$ cat src/rtl/sap1_mem_responder_pkg.sv
// Shared types and helpers for the SAP-1 memory responder.
// Holds the responder FSM states and the even-parity helper.
package sap1_mem_responder_pkg;

    typedef enum logic [1:0] {
        ST_IDLE  = 2'd0,
        ST_READ  = 2'd1,
        ST_WRITE = 2'd2
    } mem_state_e;

    localparam int PAR_MAX_W = 64;

    function automatic logic even_parity(input logic [PAR_MAX_W-1:0] d);
        return ^d;
    endfunction

endpackage

$ cat src/rtl/sap1_mem_responder_if.sv
// Controller <-> memory responder bus and handshake bundle.
// The controller side uses master, the responder uses slave.
interface sap1_mem_responder_if #(
    parameter int DATA_WIDTH = 16
);
    logic [DATA_WIDTH-1:0] bus_data;
    logic                  addr_reg_en;
    logic                  data_reg_en;
    logic                  mem_wen;
    logic [DATA_WIDTH-1:0] mem_rdata;
    logic                  mem_rvalid;
    logic                  mem_busy;
    logic                  mem_error;

    modport master (
        output bus_data, addr_reg_en, data_reg_en, mem_wen,
        input  mem_rdata, mem_rvalid, mem_busy, mem_error
    );

    modport slave (
        input  bus_data, addr_reg_en, data_reg_en, mem_wen,
        output mem_rdata, mem_rvalid, mem_busy, mem_error
    );
endinterface

$ cat src/rtl/sap1_mem_responder_ram.sv
// Single-port synchronous RAM; read data registered, held while en=0.
// Contents are never reset.
module sap1_mem_responder_ram #(
    parameter int AW = 8,
    parameter int W  = 16
) (
    input  logic          clk,
    input  logic          en,
    input  logic          we,
    input  logic [AW-1:0] addr,
    input  logic [W-1:0]  wdata,
    output logic [W-1:0]  rdata
);
    logic [W-1:0] mem_q [2**AW];

    always_ff @(posedge clk) begin
        if (en) begin
            if (we) begin
                mem_q[addr] <= wdata;
            end else begin
                rdata <= mem_q[addr];
            end
        end
    end
endmodule

$ cat src/rtl/sap1_mem_responder.sv
// SAP-1 memory responder: MAR/MDR, read-latency FSM and RAM.
// Define SAP1_MEM_PARITY_EN to store and check an even-parity bit.
module sap1_mem_responder
    import sap1_mem_responder_pkg::*;
#(
    parameter int ADDR_WIDTH   = 8,
    parameter int DATA_WIDTH   = 16,
    parameter int READ_LATENCY = 1
) (
    input  logic                clk,
    input  logic                a_reset_n,
    sap1_mem_responder_if.slave bus
);
`ifdef SAP1_MEM_PARITY_EN
    localparam int RAM_W = DATA_WIDTH + 1;
`else
    localparam int RAM_W = DATA_WIDTH;
`endif
    localparam logic [1:0] CNT_LAST = 2'(READ_LATENCY - 1);

    mem_state_e            state_q;
    logic [1:0]            cnt_q;
    logic [ADDR_WIDTH-1:0] mar_q, mar_d;
    logic [DATA_WIDTH-1:0] mdr_q, mdr_d;
    logic [DATA_WIDTH-1:0] wt_q;
    logic                  rvalid_q, busy_q, sel_ram_q;
    logic                  ram_we, ram_re;
    logic [RAM_W-1:0]      ram_wdata, ram_rdata;

    assign mar_d = bus.addr_reg_en ? bus.bus_data[ADDR_WIDTH-1:0] : mar_q;
    assign mdr_d = bus.data_reg_en ? bus.bus_data : mdr_q;

    always_ff @(posedge clk or negedge a_reset_n) begin
        if (!a_reset_n) begin
            mar_q <= '0;
            mdr_q <= '0;
        end else begin
            mar_q <= mar_d;
            mdr_q <= mdr_d;
        end
    end

    // RAM is only touched on the commit edge of a write or the final
    // edge of a read, so the single port never sees both at once.
    assign ram_we = (state_q == ST_WRITE);
    assign ram_re = (state_q == ST_READ) && !bus.mem_wen &&
                    !bus.addr_reg_en && (cnt_q == CNT_LAST);

`ifdef SAP1_MEM_PARITY_EN
    assign ram_wdata = {even_parity(PAR_MAX_W'(mdr_q)), mdr_q};
    assign bus.mem_error = sel_ram_q &&
        (ram_rdata[DATA_WIDTH] !=
         even_parity(PAR_MAX_W'(ram_rdata[DATA_WIDTH-1:0])));
`else
    assign ram_wdata     = mdr_q;
    assign bus.mem_error = 1'b0;
`endif

    sap1_mem_responder_ram #(
        .AW (ADDR_WIDTH),
        .W  (RAM_W)
    ) u_ram (
        .clk   (clk),
        .en    (ram_we | ram_re),
        .we    (ram_we),
        .addr  (mar_q),
        .wdata (ram_wdata),
        .rdata (ram_rdata)
    );

    always_ff @(posedge clk or negedge a_reset_n) begin
        if (!a_reset_n) begin
            state_q   <= ST_IDLE;
            cnt_q     <= '0;
            rvalid_q  <= 1'b0;
            busy_q    <= 1'b0;
            sel_ram_q <= 1'b0;
            wt_q      <= '0;
        end else begin
            unique case (state_q)
                ST_IDLE: begin
                    if (bus.mem_wen) begin
                        state_q  <= ST_WRITE;
                        rvalid_q <= 1'b0;
                        busy_q   <= 1'b1;
                    end else if (bus.addr_reg_en) begin
                        state_q  <= ST_READ;
                        cnt_q    <= '0;
                        rvalid_q <= 1'b0;
                        busy_q   <= 1'b1;
                    end
                end
                ST_READ: begin
                    if (bus.mem_wen) begin
                        state_q <= ST_WRITE;
                    end else if (bus.addr_reg_en) begin
                        cnt_q <= '0;
                    end else if (cnt_q == CNT_LAST) begin
                        state_q   <= ST_IDLE;
                        rvalid_q  <= 1'b1;
                        busy_q    <= 1'b0;
                        sel_ram_q <= 1'b1;
                    end else begin
                        cnt_q <= cnt_q + 2'd1;
                    end
                end
                ST_WRITE: begin
                    wt_q      <= mdr_q;
                    sel_ram_q <= 1'b0;
                    if (bus.mem_wen) begin
                        state_q <= ST_WRITE;
                    end else if (bus.addr_reg_en) begin
                        state_q <= ST_READ;
                        cnt_q   <= '0;
                    end else begin
                        state_q  <= ST_IDLE;
                        rvalid_q <= 1'b1;
                        busy_q   <= 1'b0;
                    end
                end
                default: begin
                    state_q <= ST_IDLE;
                    busy_q  <= 1'b0;
                end
            endcase
        end
    end

    assign bus.mem_rdata  = sel_ram_q ? ram_rdata[DATA_WIDTH-1:0] : wt_q;
    assign bus.mem_rvalid = rvalid_q;
    assign bus.mem_busy   = busy_q;
endmodule

$ cat src/flat_wrapper.sv
// flat-port wrapper written by rule: the top's interface ports become plain ports
module sap1_mem_responder_flat import sap1_mem_responder_pkg::*;
#(
    parameter int ADDR_WIDTH   = 8,
    parameter int DATA_WIDTH   = 16,
    parameter int READ_LATENCY = 1
)
  (clk, a_reset_n, bus_bus_data, bus_addr_reg_en, bus_data_reg_en, bus_mem_wen, bus_mem_rdata, bus_mem_rvalid, bus_mem_busy, bus_mem_error);
  sap1_mem_responder_if #(.DATA_WIDTH(DATA_WIDTH)) bus_i ();
  input  logic clk;
  input  logic a_reset_n;
  input wire logic [$bits(bus_i.bus_data)-1:0] bus_bus_data;
  input wire logic [$bits(bus_i.addr_reg_en)-1:0] bus_addr_reg_en;
  input wire logic [$bits(bus_i.data_reg_en)-1:0] bus_data_reg_en;
  input wire logic [$bits(bus_i.mem_wen)-1:0] bus_mem_wen;
  output wire logic [$bits(bus_i.mem_rdata)-1:0] bus_mem_rdata;
  output wire logic [$bits(bus_i.mem_rvalid)-1:0] bus_mem_rvalid;
  output wire logic [$bits(bus_i.mem_busy)-1:0] bus_mem_busy;
  output wire logic [$bits(bus_i.mem_error)-1:0] bus_mem_error;
  assign bus_i.bus_data = bus_bus_data;
  assign bus_i.addr_reg_en = bus_addr_reg_en;
  assign bus_i.data_reg_en = bus_data_reg_en;
  assign bus_i.mem_wen = bus_mem_wen;
  assign bus_mem_rdata = bus_i.mem_rdata;
  assign bus_mem_rvalid = bus_i.mem_rvalid;
  assign bus_mem_busy = bus_i.mem_busy;
  assign bus_mem_error = bus_i.mem_error;
  sap1_mem_responder #(.ADDR_WIDTH(ADDR_WIDTH), .DATA_WIDTH(DATA_WIDTH), .READ_LATENCY(READ_LATENCY)) u_core (.clk(clk), .a_reset_n(a_reset_n), .bus(bus_i));
endmodule
$ cat config.mk
export PLATFORM = sky130hd
export DESIGN_NAME = sap1_mem_responder_flat
export DESIGN_NICKNAME = d
export VERILOG_FILES = /design/src/rtl/sap1_mem_responder_pkg.sv /design/src/rtl/sap1_mem_responder_if.sv /design/src/rtl/sap1_mem_responder_ram.sv /design/src/rtl/sap1_mem_responder.sv /design/src/flat_wrapper.sv
export SDC_FILE = /design/constraint.sdc
export NUM_CORES = 2
export LEC_CHECK = 0
export ABC_AREA = 0
export BUFFER_PORTS_ARGS = -buffer_cell sky130_fd_sc_hd__clkbuf_2
export CORE_UTILIZATION = 35
export DETAILED_ROUTE_END_ITERATION = 7
export GPL_ROUTABILITY_DRIVEN = 0
export SLEW_MARGIN = 5
export SYNTH_ARGS = -nofsm -noshare
export SYNTH_HDL_FRONTEND = slang
export SYNTH_HIERARCHICAL = 1
export SYNTH_SLANG_ARGS = --single-unit
export TNS_END_PERCENT = 5
$ cat constraint.sdc
create_clock -name clk -period 4.4 [get_ports clk]
set_input_delay 0.88 -clock clk [delete_from_list [all_inputs] [get_ports clk]]
set_output_delay 0.88 -clock clk [all_outputs]
set_load 0.05 [all_outputs]
# Yosys cells after proc, flatten, opt, wreduce, memory -nomap -nowiden
# Memory sizes are Yosys's and may differ from the RTL's. A register that Yosys moved wholly into a read port is not among the register bits.
# Index checks and enable logic that the tools add are counted.
[totals]
ff_bits = 47
ram_bits = 4096
input_bits = 21
elab_cells = 77
mem_count = 1
[classes]
n_addsub = 1
eq_ne = 13
muxes = 35
n_bitwise = 2
n_reduce_logical = 17
[memory_table]
columns = ["name", "words", "word_bits", "rd", "rd_clocked_by_memory_dff", "write_ports", "line", "text"]
rows = [
  ["u_core.u_ram.mem_q", 256, 16, 1, 1, 1, "sap1_mem_responder_ram.sv:14", "logic [W-1:0] mem_q [2**AW];"],
]
[op_table]
columns = ["cell", "n"]
rows = [
  ["$mux 2", 11],
  ["$mux 1", 18],
  ["$mux 16", 1],
  ["$ne 2x2->1 const B", 6],
  ["$ne 3x3->1 const B", 4],
  ["$reduce_and 7->1", 1],
  ["$pmux 1 s3", 2],
  ["$pmux 2 s3", 1],
  ["$reduce_and 6->1", 1],
  ["$reduce_and 5->1", 1],
  ["$logic_not 2->1", 2],
  ["$pmux 2 s2", 1],
  ["$reduce_and 4->1", 1],
  ["$reduce_bool 2->1", 2],
  ["$logic_and 1x1->1", 3],
  ["$reduce_and 3->1", 1],
  ["$reduce_bool 3->1", 1],
  ["$add 2x1->2 const B", 1],
  ["$eq 2x1->1 const B", 1],
  ["$eq 2x2->1 const B", 1],
  ["$logic_not 1->1", 2],
  ["$ne 2x1->1 const B", 1],
  ["$pmux 1 s2", 1],
  ["$reduce_and 2->1", 1],
  ["other kinds (3)", 3],
]

# Longest topological paths before layout
[logic_depth]
ltp_word = 7
mapped_depth = 10
depth_no_buf = 7

# Modules after synthesis
# Netlist, hierarchy kept.
[by_module_without_submodules]
columns = ["mod", "n_inst", "cells_per_inst", "area_each_um2", "seq_area_each_um2"]
rows = [
  ["sap1_mem_responder_ram", 1, 6705, 155236.4, 123478.4],
  ["sap1_mem_responder", 1, 154, 2167.1, 1176.1],
]

# Worst setup path after synthesis
# Ideal clock, no wire load.
[synth_path]
kind = "reg2reg"
start = "reg u_core.mdr_q[0]"
end = "mem u_core.u_ram.mem_q[0][0], data pin"
setup_time_ps = 805
arrival_time_ps = 3191
required_ps = 3595
slack_ps = 404
path_stages_with_launch = 1
path_buffers = 0
synth_period_minus_slack_ps = 3996
path_cell_list = "dfrtp_1"
[synth_lines]
columns = ["element", "line", "text"]
rows = [
  ["start, declared", "sap1_mem_responder.sv:24", "logic [DATA_WIDTH-1:0] mdr_q, mdr_d;"],
  ["start signal, assigned", "sap1_mem_responder.sv:39", "mdr_q <= mdr_d;"],
  ["end, declared", "sap1_mem_responder_ram.sv:14", ""],
]
# No word-level cell before the write port.

==> metrics.md <==
| Metric | Value |
|---|---|
| Die H | `around 670 microns` |
| Hold_sp | `bus_bus_data[3]` |
| DR WL/cell | `30.6 microns` |
| CP Launch Type | `flop` |
| Slew margin rel. | `12.2%` |
| Static leakage | `56.5 nW` |
| Top Ports | `40` |
| Worst path arrival time | `roughly 5000 ps` |
| Vias in the first global route | `between 70k and 80k` |
| Final instance area | `183000 sq um` |
| Max Slew Vio Count | `0` |
| Row Count | `approximately 250` |
| Placed cell areas | `approximately 170000 sq um` |
| Worst-path maximum fanout | `25` |
| Crit. End Element | `flop` |
| CP Class | `flop to flop` |
| CTS Buf Count | `between 400 and 500` |
| Core area | `between 400000 and 500000 sq um` |
| Capturing point of the worst reg2reg path | `u_core/u_ram/rdata[9]` |
| Worst-Skew Late Latency | `1010 ps` |
| Worst-Margin Slew | `~1300 ps` |
| Bufs on Longest Clock Path | `4` |
| # Post-CTS Setup Buffers | `0` |
| GRT Total Usage | `between 10% and 20%` |
| Peak supply drop | `approximately 400 uV` |
| Setup TNS | `0 ps` |
| Flop2flop setup slack | `around 80 ps` |
| Initial DRT Pass Iterations | `8` |
| Vias/cell | `around 5.6` |
| Starting Density | `approximately a third` |
| Nets@finish | `~7.6k` |
| Hold slack final | `176 ps` |
| Ys Warns | `6` |
| Mapped cell area | `~160000 sq um` |
| Final global-route overflow total | `0` |
| Antenna violations before repair | `17` |
| First-pass GRT wire length | `about 600000 microns` |
| Starting DRC count in detailed routing | `a little over 9k` |
| Via count | `about 77k` |
| Final hold violation count | `0` |
| Fill cells | `~38k` |
| Cell variety after synth | `39` |
| Post-synth EDFFs | `4112` |
| Synth Area per Inst | `22.9 sq um` |
| Register area share after synthesis | `between 70% and 80%` |
| Largest net degree at the start of global routing | `210` |
| CTS HTree Levels | `5` |
| RSZ-0062 raised after global routing | `no` |
| R2R cell count | `8` |
| Die width | `~670 microns` |
| Worst r2r src | `u_core/mar_q[0]` |
| # DRC | `0` |
| Highest clock rate | `232 MHz` |
| FFs w/ async S/R, synth | `1.13%` |
| Layout cell share with drive strength beyond 1 | `31.3%` |
| P per Cell Area | `roughly 480 nW/um^2` |
| FF+latch count, synth | `between 4k and 5k` |
| # setup viols final | `0` |
| Synth Instances | `slightly below 7k` |
| Top_reg_cell synth | `edfxtp_1` |
| Max-Cap Viols | `0` |
| Final ANT Viol Nets | `0` |
| Worst Hold Path EP | `u_core/mdr_q[3]` |
| CTS tree | `done` |
| Hold depth | `2` |
| Die area | `about 450000 sq um` |
| CP required | `roughly 5100 ps` |
| Post-Syn Nets | `~6.9k` |
| Crit path time final | `approximately 4300 ps` |
| Area Overhead vs Synth | `16.4%` |
| Routed WL | `around 420000 microns` |
| Crit share post-route | `about 98%` |
| Hpwl dp | `~250000 microns` |
| Outcome | `completed` |
| # port buffers | `38` |
| Post-layout util | `about two fifths` |
| Clock slew at reported path FFs | `~60 ps` |
| Worst Skew | `between 80 and 90 ps` |
| Clk sinks | `~4.2k` |
| Tightest Hold Check Type | `input port to flop` |
| Root Buffer | `clkbuf_16` |
-- repair_timing --
item	4_1_cts	5_1_grt
resized for setup	8	11
endpoints found under the setup margin	8	8
hold buffers	1	0
endpoints found under the hold margin	21	0
-- logic make-up after synthesis --
kind of cell	count (synthesis)	synth area share (%)
simple gates	336	0.876
other cells	1	0.00238
compound gates	845	3.66
fa+ha+maj	6	0.0477
flops	4159	79.2
buf+inv	427	1.13
mux	1085	15.1
-- metrics by stage --
step                      setup WS [ps]  power [mW]  std cells
final                              80.6        88.1      13800
after CTS                         -24.8        88.7      13800
after global routing               10.0        90.4      13800
after global placement             -490        53.9      13100
after detailed placement           -233        54.1      13100
after floorplan                     404        50.6       6859
-- how the worst max path moves through the flow --
stage               startpoint                  endpoint  cells past startpoint
3_3_place_gp   u_core/mar_q[0]     u_core/u_ram/rdata[8]                     10
5_1_grt        u_core/mar_q[0]     u_core/u_ram/rdata[9]                      8
3_5_place_dp   u_core/mar_q[0]    u_core/u_ram/rdata[15]                      8
2_1_floorplan  u_core/mdr_q[0]  u_core/u_ram/mem_q[0][0]                      0
6_report       u_core/mar_q[0]     u_core/u_ram/rdata[9]                      8
4_1_cts        u_core/mar_q[0]    u_core/u_ram/rdata[10]                      8
-- synthesized netlist by cell type, types with 8 or more instances --
cell type / instances / share of area (%)
nand2_1: 30 / 0.072
mux4_2: 1024 / 15
edfxtp_1: 4112 / 78
nand4_1: 16 / 0.064
buf_1: 42 / 0.10
dfrtp_1: 47 / 0.75
clkbuf_1: 268 / 0.64
mux2_2: 57 / 0.41
o41ai_1: 64 / 0.36
nor2_1: 261 / 0.62
a22oi_1: 512 / 2.4
a21oi_1: 261 / 0.83
buf_2: 96 / 0.31
nor2b_1: 8 / 0.032
buf_4: 13 / 0.062
-- layout by cell type, fill, tap and decap left out, types with 29 or more instances in the layout --
cell,n
clkbuf_2,37
clkinv_1,83
o41ai_1,32
mux4_2,1024
clkbuf_1,79
a22oi_1,512
mux2_2,57
dfrtp_1,29
clkinv_2,89
a21oi_1,261
edfxtp_1,4112
buf_4,553
nor2_1,235
clkbuf_16,408
bufinv_16,43
buf_12,95
-- where the power goes --
| part | switching (mW) | leakage [nW] | internal, mW |
|---|---|---|---|
| sequential | 0.578 | 37.5 | 44.4 |
| clock | 15.1 | 6.51 | 19.8 |
| combinational | 5.24 | 12.5 | 2.96 |
| total | 20.9 | 56.5 | 67.2 |
-- area by class of cell --
type	instances	area [sq um]	area share [%]
diodes	6	15.0	0.00819
flip-flops and latches	4159	125000	68.1
clock buffers	491	10600	5.76
repair buffers	687	6250	3.41
multi-input cells	2273	31500	17.2
clock inverters	261	2780	1.52
well taps	5928	7420	4.05
inverters	7	26.3	0.0143
-- worst max-delay path, stage by stage, from the launching register on --
cell	delay, ps
dfrtp_4	920
buf_12	230
buf_4	450
buf_4	350
mux4_2	580
a22oi_1	160
a21oi_1	180
o41ai_2	900
nand4_1	170
-- per-layer routing --
layer  share of wire [%]  global-route usage, %  vias up
met3                 8.1                   2.89      669
met1                  40                   25.4    41900
met4                 3.9                   6.58        0
li1                    -                      -    30900
met5                   0                      0        -
met2                  48                   29.4     3587
-- flip-flops by register name, summed over array words and instances (netlist names) --
signal,cells
u_core/wt_q,16
u_core/mdr_q,16
u_core/u_ram/rdata,16
u_core/mar_q,8
u_core/sel_ram_q,1
u_core/cnt_q,2
u_core/bus.mem_rvalid,1
u_core/u_ram/mem_q,4096
u_core/bus.mem_busy,1
u_core/state_q,2
No activity file was read; power rests on OpenSTA's default activity.
